**config.mk**
```make
export PLATFORM = sky130hd
export DESIGN_NAME = mult_seq_cs
export DESIGN_NICKNAME = d
export VERILOG_FILES = /design/src/rtl/mult_pkg.sv /design/src/rtl/mult_seq_cs_csa3to2.sv /design/src/rtl/mult_seq_cs.sv
export SDC_FILE = /design/constraint.sdc
export NUM_CORES = 1
export LEC_CHECK = 0
export ABC_AREA = 1
export BUFFER_PORTS_ARGS = -buffer_cell sky130_fd_sc_hd__buf_2
export CORE_ASPECT_RATIO = 1.2
export CORE_MARGIN = 2
export CORE_UTILIZATION = 57
export DETAILED_ROUTE_END_ITERATION = 10
export GPL_TIMING_DRIVEN = 0
export PLACE_DENSITY_LB_ADDON = 0.2
export SLEW_MARGIN = 20
export SYNTH_ARGS = -nofsm -noshare
export SYNTH_HDL_FRONTEND = slang
export SYNTH_SLANG_ARGS = --single-unit
```
**constraint.sdc**
```tcl
create_clock -name clk -period 3.1 [get_ports clk]
set_clock_uncertainty 0.15 [all_clocks]
set_input_delay 0 -clock clk [delete_from_list [all_inputs] [get_ports clk]]
set_output_delay 0 -clock clk [all_outputs]
set_load 0.05 [all_outputs]
```
**src/rtl/mult_pkg.sv**
```systemverilog
// Shared types and elaboration helpers for the sequential carry-save multiplier family.
`ifndef MULT_PKG_SV
`define MULT_PKG_SV

// Rejects accumulator widths that cannot hold a full product.
`define MULT_CHECK_ACC_W(acc_w, p_w) if ((acc_w) < (p_w)) begin : g_acc_w_too_small $error("ACC_W must be at least A_W+B_W"); end

package mult_pkg;

  typedef enum logic [1:0] {
    IDLE    = 2'd0,
    RUN     = 2'd1,
    RESOLVE = 2'd2,
    DONE    = 2'd3
  } state_e;

  // Bits needed to hold values 0..n-1, never less than one.
  function automatic int idx_width(input int n);
    return (n < 2) ? 1 : $clog2(n);
  endfunction

endpackage

`endif

```
**src/rtl/mult_seq_cs_csa3to2.sv**
```systemverilog
// W-bit 3:2 compressor; the carry word comes out already aligned (shifted left by one).
module csa3to2 #(
  parameter int W = 8
) (
  input  logic [W-1:0] x_i,
  input  logic [W-1:0] y_i,
  input  logic [W-1:0] z_i,
  output logic [W-1:0] sum_o,
  output logic [W-1:0] carry_o
);

  assign sum_o   = x_i ^ y_i ^ z_i;
  // The majority of the top column would land at bit W and is dropped.
  assign carry_o = {(x_i[W-2:0] & y_i[W-2:0]) |
                    (x_i[W-2:0] & z_i[W-2:0]) |
                    (y_i[W-2:0] & z_i[W-2:0]), 1'b0};

endmodule

```
**src/rtl/mult_seq_cs.sv**
```systemverilog
// Sequential unsigned multiply-accumulate: one multiplier bit per cycle into a
// carry-save pair, resolved to binary and accumulated in a final cycle.
module mult_seq_cs
  import mult_pkg::*;
#(
  parameter int A_W   = 5,
  parameter int B_W   = 3,
  parameter int ACC_W = 8
) (
  input  logic                 clk,
  input  logic                 rst,
  input  logic                 in_valid,
  output logic                 in_ready,
  input  logic [A_W-1:0]       in_a,
  input  logic [B_W-1:0]       in_b,
  input  logic                 in_acc,
  output logic                 out_valid,
  input  logic                 out_ready,
  output logic [ACC_W-1:0]     out_res,
  output logic [A_W+B_W-1:0]   out_sum,
  output logic [A_W+B_W-1:0]   out_carry
);

  localparam int P_W   = A_W + B_W;
  localparam int IDX_W = idx_width(B_W + 1);
  localparam logic [IDX_W-1:0] LAST_IDX = IDX_W'(B_W - 1);

  `MULT_CHECK_ACC_W(ACC_W, P_W)

  state_e             state_q, state_d;
  logic [IDX_W-1:0]   idx_q, idx_d;
  logic [P_W-1:0]     a_sh_q, a_sh_d;
  logic [B_W-1:0]     b_sh_q, b_sh_d;
  logic               acc_en_q, acc_en_d;
  logic [P_W-1:0]     sum_q, sum_d;
  logic [P_W-1:0]     carry_q, carry_d;
  logic [ACC_W-1:0]   acc_q, acc_d;
  logic [P_W-1:0]     out_sum_q, out_sum_d;
  logic [P_W-1:0]     out_carry_q, out_carry_d;

  logic [P_W-1:0]     pp;
  logic [P_W-1:0]     csa_sum;
  logic [P_W-1:0]     csa_carry;
  logic [P_W-1:0]     prod;
  logic               accept;

  assign accept = in_valid & in_ready;

  // a_sh_q is pre-shifted to the current bit and b_sh_q exposes that bit at
  // position 0, so the partial product needs no variable shifter.
  assign pp   = b_sh_q[0] ? a_sh_q : '0;
  assign prod = sum_q + carry_q;

  csa3to2 #(
    .W (P_W)
  ) u_csa (
    .x_i     (sum_q),
    .y_i     (carry_q),
    .z_i     (pp),
    .sum_o   (csa_sum),
    .carry_o (csa_carry)
  );

  // NOTE: sequential state uses non-blocking assignments so every register
  // samples pre-edge values regardless of process ordering.
  always_ff @(posedge clk or posedge rst) begin
    if (rst) begin
      state_q <= IDLE;
    end else begin
      state_q <= state_d;
    end
  end

  // NOTE: every combinational output gets a default first so no path through
  // the case leaves it unassigned and infers a latch.
  always_comb begin
    state_d = state_q;
    case (state_q)
      IDLE:    if (accept) state_d = RUN;
      RUN:     if (idx_q == LAST_IDX) state_d = RESOLVE;
      RESOLVE: state_d = DONE;
      DONE:    if (out_ready) state_d = IDLE;
      default: state_d = IDLE;
    endcase
  end

  // Handshake flags are pure decodes of the state register.
  always_comb begin
    in_ready  = (state_q == IDLE);
    out_valid = (state_q == DONE);
  end

  always_comb begin
    idx_d       = idx_q;
    a_sh_d      = a_sh_q;
    b_sh_d      = b_sh_q;
    acc_en_d    = acc_en_q;
    sum_d       = sum_q;
    carry_d     = carry_q;
    acc_d       = acc_q;
    out_sum_d   = out_sum_q;
    out_carry_d = out_carry_q;
    case (state_q)
      IDLE: begin
        if (accept) begin
          idx_d    = '0;
          a_sh_d   = P_W'(in_a);
          b_sh_d   = in_b;
          acc_en_d = in_acc;
          sum_d    = '0;
          carry_d  = '0;
        end
      end
      RUN: begin
        sum_d   = csa_sum;
        carry_d = csa_carry;
        a_sh_d  = a_sh_q << 1;
        b_sh_d  = b_sh_q >> 1;
        idx_d   = idx_q + IDX_W'(1);
      end
      RESOLVE: begin
        acc_d       = (acc_en_q ? acc_q : '0) + ACC_W'(prod);
        out_sum_d   = sum_q;
        out_carry_d = carry_q;
      end
      default: ;
    endcase
  end

  always_ff @(posedge clk or posedge rst) begin
    if (rst) begin
      idx_q       <= '0;
      a_sh_q      <= '0;
      b_sh_q      <= '0;
      acc_en_q    <= 1'b0;
      sum_q       <= '0;
      carry_q     <= '0;
      acc_q       <= '0;
      out_sum_q   <= '0;
      out_carry_q <= '0;
    end else begin
      idx_q       <= idx_d;
      a_sh_q      <= a_sh_d;
      b_sh_q      <= b_sh_d;
      acc_en_q    <= acc_en_d;
      sum_q       <= sum_d;
      carry_q     <= carry_d;
      acc_q       <= acc_d;
      out_sum_q   <= out_sum_d;
      out_carry_q <= out_carry_d;
    end
  end

  // The accumulator doubles as the result register.
  assign out_res   = acc_q;
  assign out_sum   = out_sum_q;
  assign out_carry = out_carry_q;

endmodule

```
# Word level (Yosys, flattened, before mapping)
# Cells that the tools add are included.
# Widths: inputs -> output; s select.
[word_totals]
ff_bits = 56
input_bits = 13
out_inout_bits = 26
word_cells = 48
[op_classes]
n_addsub = 3
eq_ne = 7
n_mux = 15
bitwise_logic = 8
reduce_logical = 5
[ops]
columns = ["op", "count"]
rows = [
  ["$pmux 8 s2", 3],
  ["$mux 8", 4],
  ["$and 7x7->7", 3],
  ["$add 8x8->8", 2],
  ["$xor 8x8->8", 2],
  ["$or 7x7->7", 2],
  ["$mux 2", 4],
  ["$pmux 2 s4", 1],
  ["$eq 2x2->1 const B", 3],
  ["$pmux 3 s2", 1],
  ["$ne 2x1->1 const B", 2],
  ["$pmux 2 s2", 1],
  ["$reduce_and 2->1", 2],
  ["$mux 3", 1],
  ["$reduce_and 3->1", 1],
  ["$add 2x1->2 const B", 1],
  ["$eq 2x1->1 const B", 1],
  ["$logic_not 2->1", 1],
  ["$ne 2x2->1 const B", 1],
  ["$reduce_bool 2->1", 1],
  ["$and 1x1->1", 1],
]

# Depth between registers and ports, before layout
# Gate-level depths: netlist of the first run.
[depth]
depth_word = 5
depth_mapped = 14
depth_no_buf = 13

# By module
# A second synthesis of the first run with hierarchy kept.
[unflattened]
cells_unflattened = 354
hier_area_um2 = 3098.0
[by_module_without_submodules]
columns = ["mod", "n_inst", "cells_per_inst", "area_per_inst_um2"]
rows = [
  ["mult_seq_cs", 1, 336, 2911.5],
  ["csa3to2", 1, 18, 186.4],
]

# Worst setup path before layout of the first run
# Ideal clock, no wire load.
[synth_path]
path_kind = "register to register"
from = "register acc_q[1] (netlist: out_res[1])"
to = "register acc_q[7] (netlist: out_res[7])"
setup_ps = 118
t_arrival_ps = 2205
path_slack_ps = 627
path_stages_with_launch = 13
n_path_buf = 0
synth_period_minus_slack_ps = 2473
path_cell_list = "dfrtp_1 > nand2_1 > fa_1 > inv_1 > ha_1 > inv_1 > fa_1 > inv_1 > nand3_1 > nand3_1 > nand2_1 > nand3_1 > nand2_1"
[synth_between]
elab_chain_cells = 2
[synth_rtl]
columns = ["element", "line", "text"]
rows = [
  ["start: declaration", "mult_seq_cs.sv:37", "logic [ACC_W-1:0] acc_q, acc_d;"],
  ["start signal: assignment", "mult_seq_cs.sv:138", "acc_q <= '0;"],
  ["start signal: assignment", "mult_seq_cs.sv:148", "acc_q <= acc_d;"],
  ["$mux 8", "mult_seq_cs.sv:122", "acc_d = (acc_en_q ? acc_q : '0) + ACC_W'(prod);"],
  ["$add 8x8->8", "mult_seq_cs.sv:122", ""],
]
# No other way between the ends.
# A chain may end at the register's enable or synchronous reset.

# Final worst setup path of the first run
[layout_path]
from = "register acc_en_q"
to = "register acc_q[7] (netlist: out_res[7])"
[layout_between]
elab_chain_cells = 2
[layout_rtl]
columns = ["element", "line", "text"]
rows = [
  ["start: declaration", "mult_seq_cs.sv:34", "logic acc_en_q, acc_en_d;"],
  ["start signal: assignment", "mult_seq_cs.sv:145", "acc_en_q <= acc_en_d;"],
  ["$mux 8", "mult_seq_cs.sv:122", ""],
  ["$add 8x8->8", "mult_seq_cs.sv:122", ""],
]
# No other way between the ends.

==> results of run 1 <==
==> metal layers <==
layer,share of wire,vias up
met4,0.036,0
met5,0,-
met1,0.41,1151
li1,-,1176
met3,0.037,14
met2,0.52,57
==> cell type report <==
cell class / count / area (um2) / area share
plain buffers: 13 / 61.3 / 0.0179
flip-flops and latches: 54 / 1350 / 0.395
clock buffers: 6 / 72.6 / 0.0212
inverters: 56 / 213 / 0.0622
well taps: 60 / 75.1 / 0.0219
clock inverters: 2 / 37.5 / 0.0110
repair buffers: 53 / 345 / 0.101
multi-input cells: 216 / 1270 / 0.370
==> critical path, stage by stage (launching register included) <==
cell and delay, ns:
dfrtp_1 0.32, buf_2 0.22, nand2_1 0.09, fa_1 0.43, inv_1 0.07, ha_1 0.19
inv_1 0.07, fa_1 0.36, inv_1 0.13, nand3_1 0.11, nand3_1 0.08, nand2_1 0.05
nand3_1 0.08, nand2_1 0.05
==> state kept, by name, indices dropped and copies added (netlist names), 3 cells and up <==
name	flops
a_sh_q	8
out_res	8
out_sum	8
sum_q	8
carry_q	7
out_carry	7
b_sh_q	3
==> repair_timing <==
action,4_1_cts,5_1_grt
hold buffers,16,0
endpoints found under the setup margin,0,0
hold endpoints to repair,66,0
==> synthesized netlist by cell type, drive strengths merged <==
cell type  instances  share of area
conb               1         0.0013
nand3             24          0.042
o21ai             42          0.074
xor2               2         0.0061
ha                13          0.056
fa                13          0.090
clkbuf             7         0.0091
nand4              2         0.0043
o22ai              2         0.0043
dfrtp             54           0.47
nor2               9          0.012
inv               56          0.073
a21oi              5         0.0087
nand2             96           0.12
buf                6          0.012
a31oi              7          0.015
==> kinds of logic (layout without fill, tap and decap cells) <==
family,after synthesis,after routing,synth area share
AND/OR/NAND/NOR,131,131,0.182
buffers and inverters,69,130,0.0940
AO/OA/AOI/OAI,56,56,0.102
flip-flops,54,54,0.468
adder cells (fa/ha/maj),26,26,0.146
XOR/XNOR,2,2,0.00606
other,1,1,0.00130
==> worst paths after layout <==
check | from | endpoint | slack [ns] | cells after the start
setup / recovery | acc_en_q | out_res[7] | 0.57 | 13
hold / removal | rst | sum_q[1] | 0.19 | 3
setup reg to reg | acc_en_q | out_res[7] | 0.57 | 13
hold reg to reg | out_sum[1] | out_sum[1] | 0.34 | 2
max in group asynchronous | rst | out_sum[6] | 2.17 | 3
min in group clk | in_b[1] | b_sh_q[1] | 0.33 | 4
==> where the power goes <==
part           total [mW]  internal, mW  switching [mW]  leakage (nW)
Combinational        2.04         0.612            1.43          1.13
Clock               0.480         0.241           0.238        0.0514
Sequential           1.19         0.979           0.207         0.701
Total                3.70          1.83            1.87          1.88
==> results.sh, run 1 <==
export IMPL_clk_pin_slew_ns=0.10
export IMPL_die_height_um=82.0
export IMPL_power_density_nw_per_um2=1080
export IMPL_crit_path_max_fanout=10
export IMPL_num_fill_cells=417
export IMPL_viasPerCell=5.21
export IMPL_grt_busiest_layer="met2"
export IMPL_yosysUniqueCellTypes=19
export IMPL_drtIter0Drc=212
export IMPL_drive_above_1_share=0.138
export IMPL_drc=0
export IMPL_finalSetupTns_ns=0
export IMPL_syn2layout_area_growth_pct=18.4
export IMPL_worstSetupStartpointType="register"
export IMPL_grt_usage=0.261
export IMPL_final_cells=460
export IMPL_cts_inserted_buffers=5
export IMPL_die_area_um2=5660
export IMPL_setup_ws_ns=0.573
export IMPL_hold_ws_ns=0.186
export IMPL_syn_avg_cell_area_um2=8.52
export IMPL_globalRoute_totalOverflow=0
export IMPL_status="finished, final reports clean"
export IMPL_firstDrtPassIters=4
export IMPL_clock_path_buffers=2
export IMPL_root_buffer="clkbuf_8"
export IMPL_post_cts_buffers=0
export IMPL_rows=28
export IMPL_p_leak_nw=1.88
export IMPL_max_slew_worst_pin_slew_ns=0.658
export IMPL_vias=2398
export IMPL_max_freq_mhz=396
export IMPL_pin_count=39
export IMPL_grt_pass1_wl_um=10800
export IMPL_drv_cap=0
export IMPL_place_hpwl_um=4530
export IMPL_use_met2=0.431
export IMPL_grt_max_degree=55
export IMPL_initial_core_util=0.589
export IMPL_h_tree_depth=2
export IMPL_pre_cts_ws_ns=0.592
export IMPL_placed_area_um2=3150
export IMPL_worstPathRequired_ns=3.15
export IMPL_finalHoldViolations=0
export IMPL_ys_seq_elements=54
export IMPL_grt_setup_unrepaired="no"
export IMPL_hold_class="in2async"
export IMPL_fin_nets=438
export IMPL_worstSetupEndpointType="register"
export IMPL_core_area_um2=4900
export IMPL_worstSkewPairLatency_ns=0.31
export IMPL_slew_violations=0
export IMPL_grt_pass1_vias=2414
export IMPL_antenna_left=0
export IMPL_fin_area_um2=3420
export IMPL_slew_headroom=0.562
export IMPL_power_mw=3.70
export IMPL_die_w_um=69.0
export IMPL_yosys_warnings=0
export IMPL_met1_usage=0.325
export IMPL_antenna_cells=0
export IMPL_syn_nets=378
export IMPL_cts_resized=0
export IMPL_antenna_found_initial=0
export IMPL_netlist_area_um2=2890
export IMPL_post_route_min_period_ns=2.53
export IMPL_grt_use_met3=0.0493
export IMPL_synth_seq_area_share=0.468
export IMPL_fin_crit_sh=0.815
export IMPL_wl_um=6360
export IMPL_wl_per_cell_um=13.8
export IMPL_setup_viol=0
export IMPL_worstSetupPathType="reg2reg"
export IMPL_final_cell_mix="96 x nand2_1, 54 x dfrtp_1, 52 x inv_1, 41 x buf_2, 41 x o21ai_0"
export IMPL_gp_congestion=0.871
export IMPL_ir_worst_vdd_mv=0.589
export IMPL_cts_tree="done"
export IMPL_mostFrequentLayoutCell="nand2_1"
export IMPL_syn_inst=339
export IMPL_final_util=0.698
export IMPL_dpl_cell_count=436
export IMPL_numClockSinks=54
export IMPL_crit_arrival_ns=2.58
export IMPL_portBuffers=37
No activity file was read; power rests on OpenSTA's default activity.
==> inputs of run 2 (changes only) <==
clock period = 2.5 ns   (was 3.1 ns; I/O delays follow)
==> run 2 against run 1 <==
  * Hold slack got worse by 0.0071 ns
  * Die area stayed put
  * Register-to-register slack worse by 0.45 ns
  * Global-route usage unchanged
  * Sequential power increased by 24%
  * Clock power is 24% higher
  * Power grew 26%
  * Non-clock buffer count rose by 3
  * First-iteration DRC count fell by 22%
  * Design area rose by 1.3%
  * Combinational power up 26%
  * Via count grew 0.96%
==> results.sh, run 2 (synthesis results as in run 1) <==
export IMPL_p_leak_nw=1.89
export IMPL_initial_core_util=0.589
export IMPL_rr_worst_depth=8
export IMPL_setup_ws_ns=0.121
export IMPL_globalRoute_totalOverflow=0
export IMPL_max_slew_worst_pin_slew_ns=0.656
export IMPL_final_cell_mix="96 x nand2_1, 54 x dfrtp_1, 48 x inv_1, 41 x o21ai_0, 40 x buf_2"
export IMPL_syn2layout_area_growth_pct=20.0
export IMPL_worstSetupStartpointType="register"
export IMPL_clkPwrFrac=0.128
export IMPL_pre_cts_ws_ns=-0.00836
export IMPL_rr_startpoint="state_q[0]"
export IMPL_startpoint="state_q[0]"
export IMPL_finalSetupTns_ns=0
export IMPL_antenna_found_initial=0
export IMPL_worstSetupPathType="reg2reg"
export IMPL_cts_tree="done"
export IMPL_pin_count=39
export IMPL_gp_congestion=0.871
export IMPL_finalHoldViolations=0
export IMPL_final_util=0.707
export IMPL_grt_usage=0.261
export IMPL_die_area_um2=5660
export IMPL_vias=2421
export IMPL_switchingPower_mw=2.34
export IMPL_pwr_share_comb=0.555
export IMPL_wl_um=6450
export IMPL_worstSetupEndpointType="register"
export IMPL_power_density_nw_per_um2=1340
export IMPL_rows=28
export IMPL_clock_path_buffers=2
export IMPL_antenna_cells=0
export IMPL_slew_violations=0
export IMPL_portBuffers=37
export IMPL_antenna_left=0
export IMPL_drv_cap=0
export IMPL_setup_viol=0
export IMPL_crit_path_max_fanout=5
export IMPL_wl_per_cell_um=13.9
export IMPL_swShare=0.504
export IMPL_worst_r2r_setup_slack_ns=0.12
export IMPL_worstSetupEndpoint="acc_en_q"
export IMPL_clk_pin_slew_ns=0.10
export IMPL_die_height_um=82.0
export IMPL_post_route_min_period_ns=2.38
export IMPL_h_tree_depth=2
export IMPL_seqPwrFrac=0.317
export IMPL_cts_inserted_buffers=5
export IMPL_place_hpwl_um=4530
export IMPL_numClockSinks=54
export IMPL_drtIter0Drc=166
export IMPL_die_w_um=69.0
export IMPL_drive_above_1_share=0.159
export IMPL_status="finished, final reports clean"
export IMPL_root_buffer="clkbuf_8"
export IMPL_worstPathRequired_ns=2.59
export IMPL_hold_class="in2async"
export IMPL_grt_pass1_wl_um=10800
export IMPL_crit_arrival_ns=2.47
export IMPL_viasPerCell=5.23
export IMPL_ir_worst_vdd_mv=0.751
export IMPL_r2r_end="acc_en_q"
export IMPL_fin_nets=441
export IMPL_core_area_um2=4900
export IMPL_slew_headroom=0.562
export IMPL_grt_pass1_vias=2414
export IMPL_mostFrequentLayoutCell="nand2_1"
export IMPL_num_fill_cells=412
export IMPL_firstDrtPassIters=4
export IMPL_worstSkewPairLatency_ns=0.31
export IMPL_p_int_mw=2.31
export IMPL_fin_crit_sh=0.952
export IMPL_grt_max_degree=55
export IMPL_drc=0
export IMPL_max_freq_mhz=420
run 2: changes by cell type in the layout (fill, tap and decap cells not counted):
cell   before  now
inv_1      52   48
ha_1       13   11
ha_4        0    1
inv_2       3    7
ha_2        0    1
buf_2      41   40
buf_4       2    5
buf_6       0    1
run 2: area by class of cell:
type | instances | area (um2) | share of cell area
buffer | 13 | 67.6 | 0.0195
sequential | 54 | 1350 | 0.390
multi-input combinational | 216 | 1280 | 0.370
inverter | 56 | 213 | 0.0614
tap | 60 | 75.1 | 0.0217
timing repair buffer | 56 | 368 | 0.106
clock buffer | 6 | 72.6 | 0.0209
clock inverter | 2 | 37.5 | 0.0108
run 2: how the worst min path moves through the flow:
stage / startpoint / end / slack [ns] / cells past startpoint
after CTS: rst / out_carry[5] / 0.20 / 3
after global placement: in_acc / acc_en_q / 0.05 / 3
final: rst / sum_q[1] / 0.18 / 3
after global routing: rst / sum_q[1] / 0.26 / 3
after floorplan: in_acc / acc_en_q / -0.04 / 2
after detailed placement: rst / sum_q[1] / 0.0007 / 2
run 2: routing by layer:
metal  vias to the layer above  share of wire  global-route usage
met5                         -              0                   0
met4                         0          0.040               0.125
met3                        17          0.034              0.0493
met2                        57           0.52               0.431
met1                      1157           0.41               0.325
li1                       1190              -                   -
run 2: worst max-delay path: stages (launching register included):
cell	delay [ns]
dfrtp_1	0.42
inv_2	0.10
ha_4	0.17
nand2_1	0.10
inv_1	0.14
nand2_1	0.06
dlygate4sd3_1	0.55
nand2_1	0.07
dlygate4sd3_1	0.56
run 2: what timing repair did:
| action | in CTS | in global routing |
|---|---|---|
| hold buffers | 16 | 0 |
| resized for setup | 1 | 8 |
| endpoints found under the setup margin | 1 | 3 |
| endpoints found under the hold margin | 66 | 0 |
| setup buffers | 0 | 3 |
run 2: stage by stage:
stage / power [mW] / std cells / instance area, um2 / hold WS [ns]
detailed placement: 3.96 / 436 / 3150 / 0.000711
floorplan: 3.33 / 339 / 2890 / -0.0404
finish: 4.65 / 463 / 3470 / 0.179
CTS: 4.61 / 460 / 3420 / 0.203
global route: 5.06 / 463 / 3470 / 0.263
global placement: 3.86 / 436 / 3150 / 0.0521
run 2: power by group through the flow:
stage / registers, mW / clock network, mW / logic, mW
2_1_floorplan: 1.91 / 0 / 1.42
3_3_place_gp: 1.47 / 0 / 2.38
3_5_place_dp: 1.49 / 0 / 2.47
4_1_cts: 1.47 / 0.599 / 2.54
5_1_grt: 1.53 / 0.640 / 2.89
6_report: 1.47 / 0.595 / 2.58
==> inputs of run 3 (changes only) <==
MAX_ROUTING_LAYER = met4   (was default)
==> run 3 against run 2 <==
  * Fmax barely moved
  * Register-to-register slack barely moved
  * Count of clock-buffer cells in the layout did not move
  * Hold slack got worse by 0.0076 ns
  * First-iteration DRC count rose by 9.0%
  * Non-clock buffer count did not move
  * Die area did not move
  * Sequential power barely moved
  * Wire length rose by 0.19%
==> results.sh, run 3 (synthesis results as in run 1) <==
export IMPL_die_area_um2=5660
export IMPL_grt_max_degree=55
export IMPL_pwr_share_comb=0.555
export IMPL_swShare=0.504
export IMPL_rr_startpoint="state_q[0]"
export IMPL_antenna_cells=0
export IMPL_numClockSinks=54
export IMPL_globalRoute_totalOverflow=0
export IMPL_root_buffer="clkbuf_8"
export IMPL_num_fill_cells=412
export IMPL_finalHoldViolations=0
export IMPL_final_cell_mix="96 x nand2_1, 54 x dfrtp_1, 48 x inv_1, 41 x o21ai_0, 40 x buf_2"
export IMPL_final_util=0.707
export IMPL_p_leak_nw=1.89
export IMPL_placed_area_um2=3150
export IMPL_fin_nets=441
export IMPL_fin_crit_sh=0.952
export IMPL_power_mw=4.66
export IMPL_worstSetupPathType="reg2reg"
export IMPL_hold_class="in2async"
export IMPL_finalSetupTns_ns=0
export IMPL_wl_per_cell_um=14.0
export IMPL_wl_um=6460
export IMPL_p_int_mw=2.31
export IMPL_drc=0
export IMPL_setup_viol=0
export IMPL_drive_above_1_share=0.159
export IMPL_die_w_um=69.0
export IMPL_startpoint="state_q[0]"
export IMPL_max_freq_mhz=420
export IMPL_crit_arrival_ns=2.47
export IMPL_core_area_um2=4900
export IMPL_h_tree_depth=2
export IMPL_viasPerCell=5.26
export IMPL_fin_area_um2=3470
export IMPL_clk_pin_slew_ns=0.10
export IMPL_initial_core_util=0.589
export IMPL_mostFrequentLayoutCell="nand2_1"
export IMPL_seqPwrFrac=0.316
export IMPL_drtIter0Drc=181
export IMPL_gp_congestion=0.885
export IMPL_worstSetupEndpointType="register"
export IMPL_grt_pass1_vias=2414
export IMPL_grt_usage=0.268
export IMPL_max_slew_worst_pin_slew_ns=0.656
export IMPL_cts_tree="done"
export IMPL_switchingPower_mw=2.35
export IMPL_antenna_found_initial=0
export IMPL_antenna_left=0
export IMPL_vias=2436
export IMPL_pin_count=39
export IMPL_worstSetupStartpointType="register"
export IMPL_slew_violations=0
export IMPL_power_density_nw_per_um2=1340
export IMPL_clkPwrFrac=0.128
export IMPL_portBuffers=37
export IMPL_place_hpwl_um=4530
export IMPL_grt_pass1_wl_um=10800
export IMPL_worstPathRequired_ns=2.59
export IMPL_status="finished, final reports clean"
export IMPL_die_height_um=82.0
export IMPL_hold_ws_ns=0.171
export IMPL_post_route_min_period_ns=2.38
export IMPL_ir_worst_vdd_mv=0.750
export IMPL_clock_path_buffers=2
export IMPL_syn2layout_area_growth_pct=20.0
export IMPL_drv_cap=0
export IMPL_crit_path_max_fanout=5
export IMPL_worstSkewPairLatency_ns=0.31
export IMPL_cts_inserted_buffers=5
export IMPL_firstDrtPassIters=5
export IMPL_rows=28
export IMPL_slew_headroom=0.563
run 3: cell counts in the layout (fill, tap and decap cells not counted):
No cell type changed its count.
run 3: final timing paths:
check / to / slack [ns] / depth (start not counted)
max: acc_en_q / 0.12 / 8
min: sum_q[1] / 0.17 / 3
max reg2reg: acc_en_q / 0.12 / 8
min reg2reg: out_sum[1] / 0.34 / 2
max in group asynchronous: out_res[6] / 1.57 / 3
min in group clk: b_sh_q[1] / 0.33 / 4
run 3: cell type report:
cell class	count	area (um2)	area share
tap	60	75.1	0.0217
multi-input combinational	216	1280	0.370
clock buffer	6	72.6	0.0209
inverter	56	213	0.0614
sequential	54	1350	0.390
buffer	13	67.6	0.0195
timing repair buffer	56	368	0.106
clock inverter	2	37.5	0.0108
run 3: repair_timing:
action	4_1_cts	5_1_grt
endpoints found under the hold margin	66	0
cloned	0	0
setup endpoints to repair	1	3
setup buffers	0	3
resized for setup	1	8
hold buffers	16	0
run 3: critical path, stage by stage (launching register included):
cell and delay [ns]:
dfrtp_1 0.42, inv_2 0.10, ha_4 0.17, nand2_1 0.10, inv_1 0.14, nand2_1 0.06
dlygate4sd3_1 0.55, nand2_1 0.07, dlygate4sd3_1 0.56
run 3: through the flow:
stage | instances | setup slack (ns)
after CTS | 460 | 0.0279
after global placement | 436 | 0.0197
after detailed placement | 436 | -0.00836
final | 463 | 0.121
after floorplan | 339 | 0.0271
after global routing | 463 | -0.00125
run 3: metal layers:
| metal | vias to the layer above | track usage | wire (um) |
|---|---|---|---|
| met3 | 17 | 0.0493 | 244 |
| met1 | 1175 | 0.327 | 2610 |
| met4 | 0 | 0.125 | 248 |
| met2 | 59 | 0.430 | 3360 |
| li1 | 1185 | - | - |
| met5 | - | - | 0 |
run 3: power by group through the flow:
stage / clock network, mW / registers, mW / logic (mW)
3_5_place_dp: 0 / 1.49 / 2.47
4_1_cts: 0.599 / 1.47 / 2.54
5_1_grt: 0.640 / 1.53 / 2.89
6_report: 0.598 / 1.47 / 2.59
2_1_floorplan: 0 / 1.91 / 1.42
3_3_place_gp: 0 / 1.47 / 2.38
